`src/rtl/ex_mem_reg.sv`:
```
// EX/MEM pipeline register: forwards EX write requests to MEM and keeps the
// MADD/MSUB partial product and cycle count that EX feeds back to itself.
module ex_mem_reg #(
    parameter int DATA_W  = 32,
    parameter int ADDR_W  = 5,
    parameter int STALL_W = 6
) (
    input  logic                clk,
    input  logic                rst,
    input  logic [STALL_W-1:0]  stall,
    input  logic                flush,
    input  logic [ADDR_W-1:0]   ex_wd,
    input  logic                ex_wreg,
    input  logic [DATA_W-1:0]   ex_wdata,
    input  logic                ex_whilo,
    input  logic [DATA_W-1:0]   ex_hi,
    input  logic [DATA_W-1:0]   ex_lo,
    input  logic [2*DATA_W-1:0] hilo_i,
    input  logic [1:0]          cnt_i,
    output logic [ADDR_W-1:0]   mem_wd,
    output logic                mem_wreg,
    output logic [DATA_W-1:0]   mem_wdata,
    output logic                mem_whilo,
    output logic [DATA_W-1:0]   mem_hi,
    output logic [DATA_W-1:0]   mem_lo,
    output logic [2*DATA_W-1:0] hilo_o,
    output logic [1:0]          cnt_o
);

    logic ex_stall;
    logic mem_stall;
    logic unused_stall_bits;

    assign ex_stall          = stall[3];
    assign mem_stall         = stall[4];
    assign unused_stall_bits = ^{stall[STALL_W-1:5], stall[2:0]};

    // EX -> MEM stage boundary
    always_ff @(posedge clk or negedge rst) begin
        if (!rst) begin
            mem_wd    <= '0;
            mem_wreg  <= 1'b0;
            mem_wdata <= '0;
            mem_whilo <= 1'b0;
            mem_hi    <= '0;
            mem_lo    <= '0;
            hilo_o    <= '0;
            cnt_o     <= '0;
        end else if (flush) begin
            mem_wd    <= '0;
            mem_wreg  <= 1'b0;
            mem_wdata <= '0;
            mem_whilo <= 1'b0;
            mem_hi    <= '0;
            mem_lo    <= '0;
            hilo_o    <= '0;
            cnt_o     <= '0;
        end else if (ex_stall && !mem_stall) begin
            // Bubble to MEM while the first MADD cycle's partial is kept for EX
            mem_wd    <= '0;
            mem_wreg  <= 1'b0;
            mem_wdata <= '0;
            mem_whilo <= 1'b0;
            mem_hi    <= '0;
            mem_lo    <= '0;
            hilo_o    <= hilo_i;
            cnt_o     <= cnt_i;
        end else if (!ex_stall) begin
            mem_wd    <= ex_wd;
            mem_wreg  <= ex_wreg;
            mem_wdata <= ex_wdata;
            mem_whilo <= ex_whilo;
            mem_hi    <= ex_hi;
            mem_lo    <= ex_lo;
            hilo_o    <= '0;
            cnt_o     <= '0;
        end
    end

    // MEM stalled while EX runs would drop an instruction; control must never do this.
    always_ff @(posedge clk) begin
        if (rst && !flush) begin
            assert (!(mem_stall && !ex_stall))
                else $error("ex_mem_reg: illegal stall pattern %b", stall);
        end
    end

endmodule

```
`config.mk`:
```
export PLATFORM = sky130hd
export DESIGN_NAME = ex_mem_reg
export DESIGN_NICKNAME = d
export VERILOG_FILES = /design/src/rtl/ex_mem_reg.sv
export SDC_FILE = /design/constraint.sdc
export NUM_CORES = 1
export LEC_CHECK = 0
export ABC_AREA = 1
export BUFFER_PORTS_ARGS = -buffer_cell sky130_fd_sc_hd__buf_2
export CAP_MARGIN = 25
export CORE_MARGIN = 5
export CORE_UTILIZATION = 40
export CTS_BUF_LIST = sky130_fd_sc_hd__clkbuf_8
export DETAILED_ROUTE_END_ITERATION = 7
export GPL_ROUTABILITY_DRIVEN = 0
export PLACE_DENSITY = 0.71
export SYNTH_ARGS = -nofsm -noshare
export SYNTH_HDL_FRONTEND = slang
export SYNTH_SLANG_ARGS = --single-unit
```
`constraint.sdc`:
```
create_clock -name clk -period 0.9 [get_ports clk]
set_input_delay 0.18 -clock clk [delete_from_list [all_inputs] [get_ports clk]]
set_output_delay 0.18 -clock clk [all_outputs]
set_load 0.005 [all_outputs]
```
[Word-level counts from Yosys, hierarchy flattened]
Cells that the tools add are included.
Storage, ports and cells
  word-level logic and storage cells: 35
  output and inout port bits: 169
  bits in writable memories: 0
  register bits: 169
  memory bits (read-only): 0
  memories kept: 0
  input bits: 178
  bits in latches: 0
Operators by class
  $lt $le $gt $ge: 0
  $mul: 0
  div/mod/pow operators: 0
  mux-type cells: 24
  eq/ne operators: 1
  reduce and logical (&&, ||, !) cells: 2
  bitwise operators: 0
  add/sub/neg operators: 0
  shifts and indexed selects: 0
Operator list (number)
  $mux W32: 9
  $mux W64: 3
  $mux W5: 3
  $mux W1: 6
  $mux W2: 3
  $ne A3 B1 Y1 const B: 1
  $logic_and A1 B1 Y1: 1
  $logic_not A1 Y1: 1

[Logic depth before layout (Yosys ltp)]
  depth after elaboration: 4
  depth in mapped cells: 6
  gate-level depth less buffers: 3

[Least setup slack after synthesis]
Ideal clock, no wire load.
  path kind: in2reg
  start: input port stall[4]
  end: register mem_wdata[10]
  setup slack: 0.024 ns
  path buffers: 3
  arrival: 0.758 ns
  library setup time: 0.118 ns
  stages: 5
  data required time: 0.782 ns
  cells stage by stage: buf_4 > buf_4 > buf_2 > nand4_1 > nand2_1
On the way
  word-level cells in the longest chain between the ends: 4
  elaborated cells between the ends (all ways): 5
  those cells by class: eq/ne (1); mux (2); reduce/logical (2)
RTL lines
  start, declared: line 10  | input logic [STALL_W-1:0] stall,
  $logic_not A1 Y1 *: line 58  | end else if (ex_stall && !mem_stall) begin
  $logic_and A1 B1 Y1 *: line 58
  $mux W32: line 58
  $mux W32: line 49  | end else if (flush) begin
  end signal, assigned: line 71  | mem_wdata <= ex_wdata;
  end, declared: line 22  | output logic [DATA_W-1:0] mem_wdata,
Mark *: on every way between the ends. The rest lies on a longest branch, timed or not.
A chain may end at the register's enable or synchronous reset.

[Worst setup path in the final report]
  start: register mem_wdata[11]
  end: output port mem_wdata[11]
No word-level cell between the ends.

==> impl_results.md <==
- Crit. End Element: primary output
- Max-Cap Viols: 0
- Worst skew pair latency: about 0.45 ns
- Peak Freq: 0.834 GHz
- Post-synth net total: about 950
- Grt ovf: 0
- Share of cells above drive strength 1: 39.7%
- Mapped Area: 7280 um2
- Synth area leader: dfrtp_1
- Finished Layout Cells: around 1600
- CP bufs+invs: 1
- ANT nets after route: 0
- Type of the most critical hold path: in -> async
- Area after DPL: 9640 um2
- Crit start category: flip-flop
- Largest net degree at the start of global routing: 65
- DR iter-0 viols: 737
- RSZ-0062 raised after global routing: true
- Fin util: approximately 70%
- Clk buf depth: 2
- Synth Area per Inst: about 9.5 um2
- Max FO, Critical Path: 2
- Root Buffer: clkbuf_8
- Clock Power Share: about a third
- Worst slew margin: 78.6%
- FF+latch area: 4230 um2
- Failing checks: setup timing
- Outcome: complete, but fails checks
- Buffers on Ports: 342
- Final WL: 30800 um
- Die Y-Extent: 145 um
- Critical-path cell list: buf_2
- Starting Density: 40.5%
- Global-route wire length before repair: 44500 um
- Power density cells: ~1300 nW/um2
- Max VDD drop: just over 0.8 mV
- Worst path max stage delay: 0.41 ns
- # setup viols final: 177
- Part of the cycle the worst path needs: 133%
- Worst EP required: roughly 0.72 ns
- Critical R2R Launch: mem_wdata[6]
- Syn Inst Count: 767
- Logic gate share of total power: about a fifth
- P_int: 11.9 mW
- Num CTS Buffers: 17
- Placed cells: 1316
- Die ar.: roughly 21000 um2
- Sw Pwr: about 4.7 mW
- Synth cell types: 11
- CTS tree: built
- Kind of critical path: reg -> out
- Share of the synthesized area in the top cell type: about 58%
- R2R depth: 4
- Slowest cell on the critical path: dfrtp_1
- Reg2Reg Setup Slack: -0.03 ns
- Yosys Warn Count: 0
- GR Util All Layers: roughly 27%
- Multi-input logic area: 2500 um2
- Delay-heaviest family, CP: flip-flops
- Vias/cell: 5.43
- Core area: between 15000 and 20000 um2
- Synth Register Bits: 169
- Worst slack at placement: -0.129 ns
- Total clock sinks: 169
- Die X: 145 um
- Layout net count: approximately 1600
- Reg clk slew, reported paths: 0.09 ns
- Number of global-route vias before repair: 8595
- Ports: 347
- WP data arrival: roughly 1.0 ns
- Number of fill cells: between 1000 and 1500
- Rows: 49
- Register area share after synthesis: 58.1%
- Most frequent cells in the layout: 337 x buf_2, 272 x nand2_1, 235 x nand4_1
- Tmin final: 1.20 ns
- Final Hold Viols: 0
- Post-DP HPWL: 17100 um
- Largest cells by area after synthesis: dfrtp_1 58%, nand4_1 20%, nand2_1 14%, buf_2 3.0%, buf_4 1.8%
- CTS H-tree lvls: 4
- Final Skew: 0 ns
- Sequential Power Share: between 40% and 50%
- Switching share of power: 28.4%
- Total power: 16.6 mW
- DR WL/cell: 18.8 um
- Post-route cell area: approximately 13000 um2
- Area grow syn2layout: 73.4%
- Slew @ Worst Pin: 0.321 ns
- Vias: 8888
- # DRC: 0
- P_leak: between 7 and 8 nW
- Initial antenna violation count: 0
- Most common cell after layout, fill and taps aside: buf_2
- Pre-Repair DR Iteration Count: 6
- Slew Viols, Final: 0
- Final worst setup slack: -0.299 ns
- RR Endpoint: mem_wdata[6]
[cell usage after synthesis (all sizes together)]
master and instances:
nor2 1, inv 2, dfrtp 169, nand4 235, clkbuf 12, nand2 272
buf 76
[per-layer routing]
metal	global-route usage, %	up-vias	wire (um)
met5	0	-	0
met1	31.9	4132	11100
met2	45.2	616	15300
li1	-	3981	-
met4	15.2	0	1770
met3	6.34	159	2600
[power by group through the flow]
stage | clock network (mW) | logic, mW | registers (mW)
6_report | 5.24 | 3.32 | 8.07
5_1_grt | 5.58 | 3.55 | 8.10
4_1_cts | 5.30 | 3.02 | 8.05
3_5_place_dp | 0 | 2.29 | 8.20
3_3_place_gp | 0 | 2.27 | 8.21
2_1_floorplan | 0 | 0.847 | 8.24
[cells by family (layout without fill, tap and decap cells)]
kind of cell           count (synthesis)  after routing  synth area share, %
and+or+nand+nor                      508            508                 34.3
DFF                                  169            169                 58.1
other                                  0              4                    0
buffers and inverters                 90            727                 7.55
[worst register-to-register path: stages (launching register included)]
cell and delay (ns):
dfrtp_1 0.40, buf_4 0.15, buf_4 0.13, nand4_1 0.08
nand2_1 0.07
[repair_timing]
action                     in CTS  in global routing
setup buffers                  57                 59
hold endpoints to repair      338                  0
pin swaps                       0                 10
hold buffers                  170                  0
setup endpoints to repair     169                169
gates resized for setup         0                  5
cloned                          0                  0
[area by class of cell]
type                    count  share of cell area, %
clock inverters            13                  0.962
flip-flops and latches    169                   33.5
clock buffers              18                   1.96
repair buffers            694                   41.3
inverters                   2                 0.0992
multi-input cells         508                   19.8
well taps                 229                   2.27
diodes                      4                 0.0793
[registers in the layout (all words and copies together), names as in the netlist]
register / count
mem_wreg: 1
mem_whilo: 1
mem_lo: 32
mem_wdata: 32
hilo_o: 64
mem_hi: 32
mem_wd: 5
cnt_o: 2
[through the flow]
stage                     TNS [ns]  hold WS, ns
after floorplan                  0       -0.116
after global routing        -53.10        0.152
final                       -43.70        0.152
after detailed placement    -11.63       0.0790
after global placement       -9.79       0.0871
after CTS                   -47.24        0.140
[worst max-delay path by stage]
stage,cells past startpoint,endpoint,slack (ns),start
global route,1,mem_wdata[11],-0.38,mem_wdata[11]
finish,1,mem_wdata[11],-0.30,mem_wdata[11]
detailed placement,6,mem_hi[29],-0.13,flush
floorplan,5,mem_wdata[10],0.02,stall[4]
global placement,5,hilo_o[4],-0.12,flush
CTS,1,hilo_o[10],-0.32,hilo_o[10]
No activity file was read; power rests on OpenSTA's default activity.
